File: src/rtl/dot_product_reader.sv
// dot_product_reader: read-side sequencer for the dotProduct datapath.
// It walks the shared read port of the A and B vector memories and
// multiply-accumulates the returned element pairs. Both memories have a
// registered read, so data arrives one cycle after the address. The finished
// sum is offered on a valid/ready result interface.
module dot_product_reader #(
  parameter int ADDR_WIDTH = 4,
  parameter int DATA_WIDTH = 8,
  parameter int ACC_WIDTH  = 2 * DATA_WIDTH + ADDR_WIDTH
) (
  input  logic                  clk,
  input  logic                  rst,
  input  logic                  start,
  input  logic [ADDR_WIDTH:0]   len,
  output logic                  busy,
  output logic                  read_en,
  output logic [ADDR_WIDTH-1:0] read_address,
  input  logic [DATA_WIDTH-1:0] a_data,
  input  logic [DATA_WIDTH-1:0] b_data,
  output logic [ACC_WIDTH-1:0]  result,
  output logic                  result_valid,
  input  logic                  result_ready
);

  typedef enum logic [1:0] {
    S_IDLE  = 2'd0,
    S_READ  = 2'd1,
    S_DRAIN = 2'd2,
    S_DONE  = 2'd3
  } state_t;

  localparam logic [ADDR_WIDTH:0] COUNT_ONE = {{ADDR_WIDTH{1'b0}}, 1'b1};

  state_t                    r_state;
  state_t                    w_next_state;

  // Element count latched at start, and the number of reads issued so far.
  // r_count is one bit wider than the address, so a full-length vector
  // (all-ones last address) ends on the count compare and never wraps into
  // an extra read.
  logic [ADDR_WIDTH:0]       r_len;
  logic [ADDR_WIDTH:0]       r_count;

  logic                      r_read_en;
  logic [ADDR_WIDTH-1:0]     r_read_address;

  // One-cycle-delayed read_en. It marks the cycles in which a_data/b_data
  // carry a pair that was actually requested.
  logic                      r_data_valid;

  logic [ACC_WIDTH-1:0]      r_acc;
  logic [ACC_WIDTH-1:0]      r_result;
  logic                      r_result_valid;

  logic                      w_len_zero;
  logic                      w_last_issued;
  logic [2*DATA_WIDTH-1:0]   w_product;
  logic [ACC_WIDTH-1:0]      w_acc_next;

  assign w_len_zero    = (len == '0);
  assign w_last_issued = (r_count == r_len);

  // The product is computed at full width and zero-extended. ACC_WIDTH
  // leaves room for 2^ADDR_WIDTH maximal products, so the sum cannot overflow.
  assign w_product  = a_data * b_data;
  assign w_acc_next = r_data_valid ? (r_acc + ACC_WIDTH'(w_product)) : r_acc;

  // State register; reset returns to IDLE regardless of other inputs.
  always_ff @(posedge clk) begin
    // NOTE: state is updated with non-blocking assignments so every flop samples pre-edge values.
    if (rst) begin
      r_state <= S_IDLE;
    end else begin
      r_state <= w_next_state;
    end
  end

  // Next-state logic. start is only looked at in IDLE.
  always_comb begin
    // NOTE: default assigned first so no path leaves w_next_state unassigned (no latch).
    w_next_state = r_state;
    case (r_state)
      S_IDLE: begin
        if (start) begin
          w_next_state = w_len_zero ? S_DONE : S_READ;
        end
      end
      S_READ: begin
        if (w_last_issued) begin
          w_next_state = S_DRAIN;
        end
      end
      S_DRAIN: begin
        w_next_state = S_DONE;
      end
      S_DONE: begin
        if (result_ready) begin
          w_next_state = S_IDLE;
        end
      end
      default: begin
        w_next_state = S_IDLE;
      end
    endcase
  end

  // Read sequencing, accumulation and the result register.
  always_ff @(posedge clk) begin
    if (rst) begin
      r_len          <= '0;
      r_count        <= '0;
      r_read_en      <= 1'b0;
      r_read_address <= '0;
      r_data_valid   <= 1'b0;
      r_acc          <= '0;
      r_result       <= '0;
      r_result_valid <= 1'b0;
    end else begin
      r_data_valid <= r_read_en;
      case (r_state)
        S_IDLE: begin
          if (start) begin
            r_len   <= len;
            r_acc   <= '0;
            r_count <= COUNT_ONE;
            if (w_len_zero) begin
              // Empty vector: the dot product is zero and is ready at once.
              r_result       <= '0;
              r_result_valid <= 1'b1;
            end else begin
              r_read_en      <= 1'b1;
              r_read_address <= '0;
            end
          end
        end
        S_READ: begin
          r_acc <= w_acc_next;
          if (w_last_issued) begin
            // Address holds at len-1; the last pair is still in flight.
            r_read_en <= 1'b0;
          end else begin
            // The count of reads issued equals the next address to read.
            r_read_address <= r_count[ADDR_WIDTH-1:0];
            r_count        <= r_count + COUNT_ONE;
          end
        end
        S_DRAIN: begin
          // Final pair arrives this cycle; fold it straight into the result.
          r_acc          <= w_acc_next;
          r_result       <= w_acc_next;
          r_result_valid <= 1'b1;
        end
        S_DONE: begin
          if (result_ready) begin
            r_result_valid <= 1'b0;
          end
        end
        default: begin
          r_read_en <= 1'b0;
        end
      endcase
    end
  end

  assign busy         = (r_state != S_IDLE);
  assign read_en      = r_read_en;
  assign read_address = r_read_address;
  assign result       = r_result;
  assign result_valid = r_result_valid;

endmodule

File: config.mk
export PLATFORM = sky130hd
export DESIGN_NAME = dot_product_reader
export DESIGN_NICKNAME = d
export VERILOG_FILES = /design/src/rtl/dot_product_reader.sv
export SDC_FILE = /design/constraint.sdc
export NUM_CORES = 1
export LEC_CHECK = 0
export CAP_MARGIN = 10
export CORE_ASPECT_RATIO = 0.8
export CORE_UTILIZATION = 63
export CTS_CLUSTER_DIAMETER = 200
export CTS_CLUSTER_SIZE = 16
export DETAILED_ROUTE_END_ITERATION = 6
export PLACE_DENSITY = 0.95
export SYNTH_ARGS = -nofsm -noshare
export SYNTH_HDL_FRONTEND = slang
export SYNTH_SLANG_ARGS = --single-unit
File: constraint.sdc
create_clock -name clk -period 14.4 [get_ports clk]
set_input_delay 2.16 -clock clk [delete_from_list [all_inputs] [get_ports clk]]
set_output_delay 2.16 -clock clk [all_outputs]
set_load 0.1 [all_outputs]
# Word level (Yosys, flattened, before mapping)
# Cells that the tools add are included.
[word_totals]
mem_bits_ro = 0
latch_bits = 0
regBits = 59
n_memories = 0
in_bits = 25
word_cells = 64
ramBits = 0
[op_classes]
add_sub_neg = 2
bitwise_logic = 0
order_cmp = 0
n_reduce_logical = 16
mux = 26
eq_ne = 10
n_shift = 0
n_div = 0
n_mul = 1
[ops]
columns = ["op", "count"]
rows = [
  ["20-bit 2-to-1 mux", 4],
  ["20-bit one-hot mux with 2 select lines", 2],
  ["20-bit by 16-bit adder with 20-bit output", 1],
  ["8-bit by 8-bit multiplier with 16-bit output", 1],
  ["4-bit 2-to-1 mux", 3],
  ["2-bit inequality test, second input constant", 6],
  ["4-bit AND reduction", 3],
  ["5-bit 2-to-1 mux", 2],
  ["5-bit one-hot mux with 2 select lines", 1],
  ["3-bit AND reduction", 3],
  ["2-bit 2-to-1 mux", 4],
  ["2-bit one-hot mux with 4 select lines", 1],
  ["4-bit one-hot mux with 2 select lines", 1],
  ["2-bit nonzero test", 4],
  ["1-bit 2-to-1 mux", 6],
  ["5-bit by 1-bit adder with 5-bit output, second input constant", 1],
  ["5-bit equality test", 1],
  ["5-bit logical NOT", 1],
  ["2-bit equality test, second input constant", 2],
  ["2-bit AND reduction", 2],
  ["1-bit one-hot mux with 3 select lines", 1],
  ["3-bit nonzero test", 1],
  ["2-bit by 1-bit equality test with 1-bit output, second input constant", 1],
  ["2-bit logical NOT", 1],
  ["2 further kinds", 2],
]

# Depth between registers and ports, before layout
[logic_depth]
depth_word = 4
mapped_depth = 19

# Worst setup path before layout
# Ideal clock, no wire load.
[synth_timing]
kind = "input -> register"
from = "in b_data[1]"
to = "reg r_result[12] (netlist: result[12])"
setup_ns = 0.116
t_arrival_ns = 6.341
t_required_ns = 14.284
stages = 17
path_slack_ns = 7.942
cell_sequence = "clkbuf_1 -> nand2_1 -> fa_1 -> inv_1 -> fa_1 -> fa_1 -> inv_1 -> fa_1 -> inv_1 -> ha_1 -> a21o_1 -> a31o_2 -> or2_1 -> a41o_1 -> a21o_1 -> xor2_1 -> a31o_2"
[synth_via]
elab_chain_len = 4
[synth_rtl]
columns = ["item", "line", "source"]
rows = [
  ["from (decl)", "19", "input logic [DATA_WIDTH-1:0] b_data,"],
  ["8-bit by 8-bit multiplier with 16-bit output", "65", "assign w_product = a_data * b_data;"],
  ["20-bit by 16-bit adder with 20-bit output", "66", "assign w_acc_next = r_data_valid ? (r_acc + ACC_WIDTH'(w_product)) : r_acc;"],
  ["20-bit 2-to-1 mux", "66", ""],
  ["20-bit one-hot mux with 2 select lines", "120", "case (r_state)"],
  ["to (signal assigned)", "150", "r_result <= w_acc_next;"],
  ["to (decl)", "52", "logic [ACC_WIDTH-1:0] r_result;"],
]
# Every way passes these cells.
# A chain may end at the register's enable or synchronous reset.

# Worst setup path in the final report
[layout_timing]
from = "in b_data[1]"
to = "reg r_result[11] (netlist: result[11])"
# The elaborated chain is that of the path after synthesis.

==> summary.txt <==
Power
  • Pwr/cell area: 149.9 nW/um2
  • VDD IR max: 79.04 uV
  • LEAKAGE: 0.002803 uW

Die
  • Area of the core: 7983 um2
  • DIE HEIGHT: 83.53 um
  • Die Span X: 103.9 um
  • Number of I/O pins: 52
  • Starting Density: 0.6556
  • # rows: 29
  • Die footprint: 8679 um2

Global route
  • Global-route wire length before repair: 21770 um
  • Initial antenna violation count: 0
  • GRT Overall Usage: 0.3141
  • Total grt overflow: 0
  • Largest net degree at the start of global routing: 43
  • Vias in the first global route: 4572

Yosys
  • Mapped Area: 5234 um2
  • Count of flip-flops with a built-in enable after synthesis: 0
  • Sequential element share of the synthesized area: 0.2257
  • FF+latch count, synth: 59
  • FFs w/ async S/R, synth: 0
  • Synthesized Nets: 743
  • Distinct cells, synth: 50
  • Ys Warns: 0
  • Top FF cell, synth: dfxtp_1
  • Post-Synthesis Cells: 622
  • Syn_area_per_cell: 8.414 um2

Run
  • Max cap viols: 0

STA
  • Final number of setup-violating endpoints: 0
  • Final hold violation count: 0
  • RSZ-0062 raised after global routing: no
  • Worst hold slack: 461.6 ps
  • Tmin final: 6956 ps
  • Clk_skew: 6.234 ps
  • Post-Route Setup TNS: 0 ps
  • Worst setup margin: 7444 ps
  • Least-Margin Pin Slew: 997.1 ps
  • Slew Viols, Final: 0
  • F_max: 0.1438 GHz
  • Worst rel slew slack: 0.3332
  • Fin crit share: 0.4831

Clock network
  • Bufs on Longest Clock Path: 2
  • Worst-Skew Late Latency: 350 ps
  • Total CTS buffers: 9
  • TritonCTS clock tree: done
  • Postcts setup bufs: 0
  • Max H-tree Level: 3
  • Clock sink count: 59
  • CTS root buf: clkbuf_8
  • Post-CTS Hold Buffers: 0
  • Reg clk slew, reported paths: 70 ps
  • PostCTS Resize Cnt: 0

Placement
  • I/O Buffers: 51
  • Placed Cells: 761
  • Placement Setup Slack: 7197 ps
  • Final Wtd Congestion: 0.8953
  • DP Wirelength: 9839 um
  • Placed standard-cell area: 5807 um2

Routing
  • Drt drc: 0
  • Via-to-Cell Ratio: 5.897
  • Pre-Repair DR Iteration Count: 6
  • Drt total wl: 12890 um
  • Routed length per placed instance: 16.59 um
  • Routed via count: 4582
  • ANT nets after route: 0
  • Initial DRC count: 478

Worst setup path
  • CP arrival: 7180 ps
  • CP Data Required Time: 14620 ps
  • R2R setup slack: 9620 ps
  • Setup crit end kind: flip-flop
  • CP Class: input port to flip-flop
  • Reg-to-reg endpoint: result[11]
  • R2r worst-path depth: 16
  • RR Startpoint: r_acc[7]
  • CP Max Fanout: 8
  • Nature of the critical path startpoint: input port

Final layout
  • Layout area overhead: 15.92%
  • Post-Layout Cell Count: 777
  • Antenna cells: 0
  • Fin nets: 785
  • Fillers: 530
  • Share of layout cells above drive strength 1: 0.04335
  • Area of the multi-input gates: 3560 um2
  • Post-route design area: 6067 um2
  • Register area: 1181 um2

Worst hold path
  • Hold Crit Class: flip-flop to flip-flop
  • Hold Path Sink: result[2]
  • Min-Delay Startpoint: result[2]
  • Hold depth: 2

Run status
  • Status: finished clean
[cells in the final DEF (no fill, tap or decap), types with 10 or more instances in the layout]
cell and count:
inv_1 108, nand2_1 76, dfxtp_1 59, clkdlybuf4s50_1 51, fa_1 50, ha_1 46
and2_1 34, a21oi_1 32, nor2_1 25, nand3_1 22, o21ai_0 19, xor2_1 12
clkbuf_8 12, a21o_1 10, xnor2_1 10
[cell families (layout without fill, tap and decap cells)]
| logic type | after synthesis | after routing | synth area share |
|---|---|---|---|
| AO/OA/AOI/OAI | 120 | 120 | 0.1552 |
| XOR/XNOR | 22 | 22 | 0.03681 |
| multiplexers | 7 | 7 | 0.01363 |
| AND/OR/NAND/NOR | 188 | 188 | 0.1733 |
| buffers and inverters | 130 | 177 | 0.09419 |
| flip-flops | 59 | 59 | 0.2257 |
| adder cells (fa/ha/maj) | 96 | 96 | 0.3012 |
[Yosys cell counts (5+ instances only)]
| library cell | count | area share |
|---|---|---|
| a21o_1 | 10 | 0.014 |
| a21oi_1 | 32 | 0.031 |
| a22o_1 | 9 | 0.015 |
| a22oi_1 | 8 | 0.011 |
| a31o_2 | 5 | 0.0084 |
| a31oi_1 | 6 | 0.0072 |
| and2_1 | 34 | 0.041 |
| clkbuf_1 | 19 | 0.014 |
| dfxtp_1 | 59 | 0.23 |
| fa_1 | 50 | 0.19 |
| ha_1 | 46 | 0.11 |
| inv_1 | 108 | 0.077 |
| mux2i_1 | 6 | 0.011 |
| nand2_1 | 76 | 0.055 |
| nand2b_1 | 5 | 0.0060 |
| nand3_1 | 22 | 0.021 |
| nand4_1 | 5 | 0.0060 |
| nor2_1 | 25 | 0.018 |
| nor2b_1 | 7 | 0.0084 |
| o21ai_0 | 19 | 0.018 |
| xnor2_1 | 10 | 0.017 |
| xor2_1 | 12 | 0.020 |
[flip-flops by register name (all words and copies together) (netlist names)]
| name | flops |
|---|---|
| r_data_valid | 1 |
| r_state | 2 |
| r_count | 5 |
| read_address | 4 |
| r_acc | 20 |
| read_en | 1 |
| result_valid | 1 |
| r_len | 5 |
| result | 20 |
[per-stage QoR]
| stage | utilization | total power [uW] |
|---|---|---|
| final | 0.7600 | 909.2 |
| after global placement | 0.7274 | 659.2 |
| after floorplan | - | 574.1 |
| after CTS | 0.7600 | 898.8 |
| after global routing | 0.7600 | 965.0 |
| after detailed placement | 0.7274 | 692.0 |
[critical path, cell delays in order]
cell and delay, ps:
clkdlybuf4s50_1 680, nand2_1 140, fa_1 530, inv_1 60, fa_1 470, fa_1 500
inv_1 60, fa_1 540, inv_1 50, ha_1 360, a21o_1 230, a21oi_1 360
a21oi_1 150, o21a_1 230, or3_1 360, a31oi_1 210, o21ai_0 110
[per-layer routing]
metal | vias up | GRT usage | wire, um
li1 | 2120 | - | -
met1 | 2194 | 0.4126 | 5383
met2 | 226 | 0.5279 | 6226
met3 | 42 | 0.05230 | 889
met4 | 0 | 0.1065 | 387
met5 | - | 0 | 0
[worst max-delay path by stage]
stage                     startpoint          to  slack [ps]
final                      b_data[1]  result[11]        7440
after global routing       a_data[5]   r_acc[19]        7230
after CTS                  b_data[6]  result[11]        7510
after detailed placement   b_data[7]  result[16]        7200
after global placement     a_data[0]  result[12]        7340
after floorplan            b_data[1]  result[12]        7940
[cell type report]
class                   count  area share
flip-flops and latches     59      0.1947
repair buffers             53     0.08662
well taps                 108     0.02227
multi-input cells         433      0.5867
clock inverters             4     0.01567
inverters                 108     0.06682
clock buffers              12     0.02722
[power by group]
group	internal, uW	switching, uW	leakage (uW)
Combinational	180	343	0.00219
Sequential	177	13.4	0.000477
Clock	129	66.5	0.000133
Total	487	423	0.00280
(Power assumes the default switching activity.)
